**config.mk**
```make
export PLATFORM = sky130hd
export DESIGN_NAME = vector_detector_stream_flat
export DESIGN_NICKNAME = d
export VERILOG_FILES = /design/src/rtl/vector_detector_stream_if.sv /design/src/rtl/vector_detector_stream.sv /design/src/flat_wrapper.sv
export SDC_FILE = /design/constraint.sdc
export NUM_CORES = 1
export LEC_CHECK = 0
export BUFFER_PORTS_ARGS = -buffer_cell sky130_fd_sc_hd__buf_2
export CORE_ASPECT_RATIO = 0.8
export CORE_MARGIN = 2
export CORE_UTILIZATION = 50
export CTS_BUF_LIST = sky130_fd_sc_hd__clkbuf_16
export DETAILED_ROUTE_END_ITERATION = 6
export PLACE_DENSITY = 0.8
export SETUP_SLACK_MARGIN = 0.05
export SLEW_MARGIN = 20
export SYNTH_ARGS = -nofsm -noshare
export SYNTH_HDL_FRONTEND = slang
export SYNTH_SLANG_ARGS = --single-unit
```
**constraint.sdc**
```tcl
create_clock -name clk -period 0.8 [get_ports clk]
set_input_delay 0.04 -clock clk [delete_from_list [all_inputs] [get_ports clk]]
set_output_delay 0.04 -clock clk [all_outputs]
set_load 0.01 [all_outputs]
```
**src/rtl/vector_detector_stream_if.sv**
```systemverilog
// Stream bundle for the first-set-bit vector detector: word input side
// and frame-result output side, each with a valid/ready handshake.
interface vector_detector_stream_if #(
   parameter int DATA_W    = 32,
   parameter int MAX_WORDS = 4
);
   localparam int POS_W = $clog2(MAX_WORDS * DATA_W);
   localparam int CNT_W = $clog2(MAX_WORDS) + 1;

   logic              mode_msb;
   logic              in_valid;
   logic              in_ready;
   logic [DATA_W-1:0] in_data;
   logic              in_last;
   logic              out_valid;
   logic              out_ready;
   logic              out_found;
   logic [POS_W-1:0]  out_pos;
   logic [CNT_W-1:0]  out_words;
   logic              out_trunc;

   modport master (
      output mode_msb, in_valid, in_data, in_last, out_ready,
      input  in_ready, out_valid, out_found, out_pos, out_words, out_trunc
   );

   modport slave (
      input  mode_msb, in_valid, in_data, in_last, out_ready,
      output in_ready, out_valid, out_found, out_pos, out_words, out_trunc
   );
endinterface

```
**src/rtl/vector_detector_stream.sv**
```systemverilog
// Finds the first set bit of a multi-word frame (MSB- or LSB-first per word)
// and reports its global position, word count and truncation flag.
//
// state | meaning
// IDLE  | no frame open, waiting for the first word
// SCAN  | frame open, accumulating words
// HOLD  | result presented, input held off until taken
module vector_detector_stream #(
   parameter int DATA_W    = 32,
   parameter int MAX_WORDS = 4
) (
   input logic                     clk,
   input logic                     rst,
   vector_detector_stream_if.slave bus
);
   localparam int POS_W = $clog2(MAX_WORDS * DATA_W);
   localparam int CNT_W = $clog2(MAX_WORDS) + 1;
   localparam int IDX_W = $clog2(MAX_WORDS);
   localparam int BIT_W = $clog2(DATA_W);

   typedef enum logic [1:0] {
      IDLE = 2'd0,
      SCAN = 2'd1,
      HOLD = 2'd2
   } state_t;

   function automatic logic [BIT_W-1:0] msb_idx(input logic [DATA_W-1:0] d);
      logic [BIT_W-1:0] r;
      r = '0;
      for (int i = 0; i < DATA_W; i++)
         if (d[i]) r = BIT_W'(i);
      return r;
   endfunction

   function automatic logic [BIT_W-1:0] lsb_idx(input logic [DATA_W-1:0] d);
      logic [BIT_W-1:0] r;
      r = '0;
      for (int i = DATA_W - 1; i >= 0; i--)
         if (d[i]) r = BIT_W'(i);
      return r;
   endfunction

   state_t           state;
   logic [1:0]       rst_sync;
   logic             rst_int;
   logic             in_ready_q;
   logic             out_valid_q;
   logic             mode_q;
   logic             found_q;
   logic             trunc_q;
   logic [POS_W-1:0] pos_q;
   logic [CNT_W-1:0] word_cnt;

   logic             accept;
   logic             mode_eff;
   logic             found_prev;
   logic             hit;
   logic             at_max;
   logic [IDX_W-1:0] k_idx;
   logic [CNT_W-1:0] cnt_next;
   logic [BIT_W-1:0] bit_idx;

   // Reset asserts immediately, releases only after two clean clock edges.
   always_ff @(posedge clk or negedge rst) begin
      if (!rst) rst_sync <= 2'b00;
      else      rst_sync <= {rst_sync[0], 1'b1};
   end
   assign rst_int = rst_sync[1];

   assign accept     = bus.in_valid && in_ready_q;
   assign mode_eff   = (state == IDLE) ? bus.mode_msb : mode_q;
   assign k_idx      = (state == IDLE) ? '0 : word_cnt[IDX_W-1:0];
   assign cnt_next   = (state == IDLE) ? CNT_W'(1) : word_cnt + CNT_W'(1);
   assign found_prev = (state != IDLE) && found_q;
   assign hit        = |bus.in_data;
   assign bit_idx    = mode_eff ? msb_idx(bus.in_data) : lsb_idx(bus.in_data);
   assign at_max     = (cnt_next == CNT_W'(MAX_WORDS));

   always_ff @(posedge clk or negedge rst_int) begin
      if (!rst_int) begin
         state       <= IDLE;
         in_ready_q  <= 1'b1;
         out_valid_q <= 1'b0;
         mode_q      <= 1'b0;
         found_q     <= 1'b0;
         trunc_q     <= 1'b0;
         pos_q       <= '0;
         word_cnt    <= '0;
      end else begin
         case (state)
            IDLE, SCAN: begin
               if (accept) begin
                  mode_q   <= mode_eff;
                  word_cnt <= cnt_next;
                  trunc_q  <= !bus.in_last && at_max;
                  // Only the first hitting word fixes the position; a new frame clears it.
                  if (!found_prev && hit) begin
                     found_q <= 1'b1;
                     pos_q   <= {k_idx, bit_idx};
                  end else if (state == IDLE) begin
                     found_q <= 1'b0;
                     pos_q   <= '0;
                  end
                  if (bus.in_last || at_max) begin
                     state       <= HOLD;
                     in_ready_q  <= 1'b0;
                     out_valid_q <= 1'b1;
                  end else begin
                     state <= SCAN;
                  end
               end
            end
            HOLD: begin
               if (bus.out_ready) begin
                  state       <= IDLE;
                  in_ready_q  <= 1'b1;
                  out_valid_q <= 1'b0;
               end
            end
            default: state <= IDLE;
         endcase
      end
   end

   assign bus.in_ready  = in_ready_q;
   assign bus.out_valid = out_valid_q;
   assign bus.out_found = found_q;
   assign bus.out_pos   = pos_q;
   assign bus.out_words = word_cnt;
   assign bus.out_trunc = trunc_q;
endmodule

```
**src/flat_wrapper.sv**
```systemverilog
// flat-port wrapper written by rule: the top's interface ports become plain ports
module vector_detector_stream_flat 
#(
   parameter int DATA_W    = 32,
   parameter int MAX_WORDS = 4
)
  (clk, rst, bus_mode_msb, bus_in_valid, bus_in_data, bus_in_last, bus_out_ready, bus_in_ready, bus_out_valid, bus_out_found, bus_out_pos, bus_out_words, bus_out_trunc);
  vector_detector_stream_if #(.DATA_W(DATA_W), .MAX_WORDS(MAX_WORDS)) bus_i ();
  input logic clk;
  input logic rst;
  input wire logic [$bits(bus_i.mode_msb)-1:0] bus_mode_msb;
  input wire logic [$bits(bus_i.in_valid)-1:0] bus_in_valid;
  input wire logic [$bits(bus_i.in_data)-1:0] bus_in_data;
  input wire logic [$bits(bus_i.in_last)-1:0] bus_in_last;
  input wire logic [$bits(bus_i.out_ready)-1:0] bus_out_ready;
  output wire logic [$bits(bus_i.in_ready)-1:0] bus_in_ready;
  output wire logic [$bits(bus_i.out_valid)-1:0] bus_out_valid;
  output wire logic [$bits(bus_i.out_found)-1:0] bus_out_found;
  output wire logic [$bits(bus_i.out_pos)-1:0] bus_out_pos;
  output wire logic [$bits(bus_i.out_words)-1:0] bus_out_words;
  output wire logic [$bits(bus_i.out_trunc)-1:0] bus_out_trunc;
  assign bus_i.mode_msb = bus_mode_msb;
  assign bus_i.in_valid = bus_in_valid;
  assign bus_i.in_data = bus_in_data;
  assign bus_i.in_last = bus_in_last;
  assign bus_i.out_ready = bus_out_ready;
  assign bus_in_ready = bus_i.in_ready;
  assign bus_out_valid = bus_i.out_valid;
  assign bus_out_found = bus_i.out_found;
  assign bus_out_pos = bus_i.out_pos;
  assign bus_out_words = bus_i.out_words;
  assign bus_out_trunc = bus_i.out_trunc;
  vector_detector_stream #(.DATA_W(DATA_W), .MAX_WORDS(MAX_WORDS)) u_core (.clk(clk), .rst(rst), .bus(bus_i));
endmodule
```
==> results of run 1 <==
-- logic make-up after synthesis --
group	count (synthesis)
AND/OR/NAND/NOR	85
adder cells (fa/ha/maj)	1
XOR/XNOR	1
AO/OA/AOI/OAI	65
buffers and inverters	13
flip-flops	19
multiplexers	2
other	1
-- per-stage QoR --
| step | hold WS (ps) | area (um2) |
|---|---|---|
| detailed placement | -173 | 2420 |
| global placement | -175 | 2420 |
| floorplan | -256 | 1530 |
==> metrics.txt, run 1 <==
status aborted with a tool error; Stop stage clock tree synthesis (4_1_cts); Halt Reason [ERROR DPL-0033] detailed placement checks failed during check placement.; cell area after synthesis 0.00146 mm2; Syn Area/Cell about 7.8 um2; Die Y 52.4 um; Hold Buf Count CTS 1; mux share of post-synthesis cell area 1.45%; gpl congestion a little over 0.9; asr flop ratio synth between 90% and 100%; sequential area share after synthesis 32.6%; Syn Nets 226; EDFF count, synth 0; top cells by count, synth nor2_1, a21oi_1, o21ai_0, dfrtp_1; cell at the root of the clock tree clkbuf_16; Yosys top cell area share 30.8%; # rows 17; Adder-Cell Fraction of Synth Area 0.855%; CTS Sinks 19; Initial Utilization a little over half; CTS Buf Count 3; Die Wd 64.5 um; Top Ports 52; largest family of logic cells by synthesized area simple AND/OR/NAND/NOR gates; main area contributors after synthesis dfrtp_1, a21oi_1, o21ai_0; Synth Flop Type dfrtp_1; post-synthesis xor/xnor area fraction less than 1%; placed cells 353; Unique masters post-synth 42; Synth Area in Compound Gates 29.1%; number of synthesized register bits 19; most common cell in the netlist nor2_1; Simple-Gate Fraction of Synth Area 31.3%; clk buf depth 2; Gates resized, CTS repair 40; IO buf count just over 50; YS warnings 0; area leader, netlist dfrtp_1; Post CTS Setup Buffer Count 13; # H-tree levels 1; Post-DP HPWL 4.65 mm; Post-Syn Instances 187; pre-CTS setup slack -873 ps
==> run 2, diff against run 1 <==
--- a/config.mk
+++ b/config.mk
@@ -6,13 +6,10 @@
 export NUM_CORES = 1
 export LEC_CHECK = 0
 export BUFFER_PORTS_ARGS = -buffer_cell sky130_fd_sc_hd__buf_2
-export CORE_ASPECT_RATIO = 0.8
 export CORE_MARGIN = 2
-export CORE_UTILIZATION = 50
-export CTS_BUF_LIST = sky130_fd_sc_hd__clkbuf_16
+export CORE_UTILIZATION = 35
 export DETAILED_ROUTE_END_ITERATION = 6
-export PLACE_DENSITY = 0.8
-export SETUP_SLACK_MARGIN = 0.05
+export PLACE_DENSITY_LB_ADDON = 0.15
 export SLEW_MARGIN = 20
 export SYNTH_ARGS = -nofsm -noshare
 export SYNTH_HDL_FRONTEND = slang
==> run 2 against run 1 <==
  * The flow now finishes, with violations (setup timing)
  * Synthesized area unchanged
  * Synthesized cell count is the same
==> metrics.txt, run 2 <==
Core Util, Final 71.8%; Syn Nets 226 (unchanged); Total Power 0.00699 W; # fillers 296; clk buf depth 2 (unchanged); Worst VDD drop approximately 1.5 mV; detailed-route via count 2022; post-DR wirelength/cell 13.3 um; Max Clock Skew 1.19 ps; Worst-Skew Late Latency 260 ps; IO buf count 51 (unchanged); sequential area share after synthesis 32.6% (unchanged); # H-tree levels 1 (unchanged); CTS Buf Count 3 (unchanged); Final nets 380; Initial Utilization 36.6% (was 52.9%); slowest stage delay, CP 540 ps; layout cells sized above 1 60.3%; required time of the critical path 1000 ps; worst setup margin -785 ps; fmax 0.631 GHz; Unique masters post-synth 42 (unchanged); Slew Viols, Final 0; final wirelength 5.17 mm; pwr dens 2430 mW/mm2; Top Ports 52 (unchanged); initial antenna violation count 0; asr flop ratio synth 100% (unchanged); max-cap violations 0; placed cells 365 (was 353); core area between 0.004 and 0.005 mm2; CTS Sinks 19 (unchanged); Final Cycle Share 198%; CP max stage cell dfstp_2; Cell Count, Final, Fillers Out 390; drt pass-1 iters 4; Startpoint Class register; cell at the root of the clock tree clkbuf_8 (was clkbuf_16); Fin. Hold Viols 0; TNS Setup -13390 ps; cell area after synthesis 0.00146 mm2 (unchanged); most common cell after layout, fill and taps aside buf_4; gpl congestion 0.832 (was 0.907); Total GRT Usage 20.9%; largest net degree at the start of global routing 14; failing checks setup timing; CP Max Fanout 4; EDFF count, synth 0 (unchanged); CP arrival 1780 ps; worst min-delay path category reg2async; crit-path most repeated cell nand2_2; Via density 5.18; ANT nets after route 0; Critical Path End Type register; Die Y 68.7 um (was 52.4 um); number of synthesized register bits 19 (unchanged); Synth Flop Type dfrtp_1 (unchanged); number of buffers and inverters on the critical path 1; grt ovf 0; CP delay by family, top simple AND/OR/NAND/NOR gates; Crit Path Class reg2reg; DRT iter0 DRCs 126; ANT cells 0; Pleak 1.35 nW; fin crit period 1590 ps; Remaining DRCs 0; Post-Syn Instances 187 (unchanged); Post-DP HPWL 3.71 mm (was 4.65 mm); top cells by count, synth nor2_1, a21oi_1, o21ai_0, dfrtp_1 (unchanged); # rows 23 (was 17); Area Overhead vs Synth 96.2%; worst path cell trace nand2_2 > or2_4 > buf_6 > or4b_4 > nand2_2; die area 0.00472 mm2; Die Wd 68.7 um (was 64.5 um); TritonCTS clock tree built; first-pass GRT wire length 7.54 mm; Yosys top cell area share 30.8% (unchanged); Syn Area/Cell 7.83 um2 (unchanged); main area contributors after synthesis dfrtp_1, a21oi_1, o21ai_0 (unchanged); status complete, but fails checks (was aborted with a tool error); commonest non-fill, non-tap cells in the layout buf_4, buf_2, buf_6; vias in the first global route 1740; max FFs per register 7; Clk pin slew, worst setup/hold paths 70 ps; Final Setup Violations 31; unrepaired setup endpoints after global routing yes; YS warnings 0 (unchanged); most common cell in the netlist nor2_1 (unchanged); area leader, netlist dfrtp_1 (unchanged)
## run 2: cell counts after synthesis
Identical to the previous run, type by type.
## run 2: final cells by class
class	count	area, um2	area share, %
Clock buffer	3	41.3	1.44
Clock inverter	1	5.00	0.174
Tap cell	50	62.6	2.18
Timing Repair Buffer	151	1100	38.4
Sequential cell	19	478	16.6
Inverter	11	41.3	1.44
Multi-Input combinational cell	155	1140	39.8
## run 2: report_power, final
part           internal, W  switching, W
logic              0.00259       0.00204
clock network     0.000346      0.000327
registers          0.00133      0.000349
total              0.00427       0.00272
## run 2: cell families (layout without fill, tap and decap cells)
kind of cell | count (synthesis) | after routing | share of synthesized area (%)
and+or+nand+nor | 85 | 85 | 31.3
AOI/OAI and AO/OA | 65 | 65 | 29.1
DFF | 19 | 19 | 32.6
buffers and inverters | 13 | 166 | 3.85
muxes | 2 | 2 | 1.45
adders and majority gates | 1 | 1 | 0.855
other | 1 | 1 | 0.256
xor gates and xnor gates | 1 | 1 | 0.598
## run 2: stage by stage
stage                     setup slack (ps)  area (um2)  hold slack (ps)
after floorplan                       -736        1530             -256
after global placement                -786        2420             -175
after detailed placement              -799        2420             -168
after CTS                             -738        2720             78.2
after global routing                  -832        2870             90.3
final                                 -785        2870             73.0
## run 2: final timing paths
check | startpoint | endpoint | slack (ps) | cells after the start
min | u_core.rst_sync[1]$_DFF_PN0_ | u_core.state[0]$_DFFE_PN0P_ | 70 | 0
max in group asynchronous | u_core.rst_sync[1]$_DFF_PN0_ | u_core.bus.out_pos[4]$_DFFE_PN0P_ | 300 | 1
max reg2reg | u_core.bus.in_ready$_DFFE_PN1P_ | u_core.bus.out_words[2]$_DFFE_PN0P_ | -790 | 5
max | u_core.bus.in_ready$_DFFE_PN1P_ | u_core.bus.out_words[2]$_DFFE_PN0P_ | -790 | 5
min in group clk | bus_in_last | u_core.state[0]$_DFFE_PN0P_ | 180 | 4
min reg2reg | u_core.rst_sync[1]$_DFF_PN0_ | u_core.state[0]$_DFFE_PN0P_ | 70 | 0
## run 2: repair_timing
item	4_1_cts	5_1_grt
gates resized for setup	35	31
hold endpoints to repair	2	0
pin swaps	20	14
setup endpoints to repair	31	31
buffers inserted	15	7
hold buffers	1	0
## run 2: metal layers
layer	wire [um]	global-route usage (%)
met4	93	2.00
met1	2260	29.5
met5	0	0
met2	2570	34.1
met3	244	3.90
## run 2: worst reg2reg max path: stages, from the launching register on
cell	delay (ps)
dfstp_2	540
nand2_2	60
or2_4	260
buf_6	120
or4b_4	480
nand2_2	70
Power figures use the tool's default switching activity.
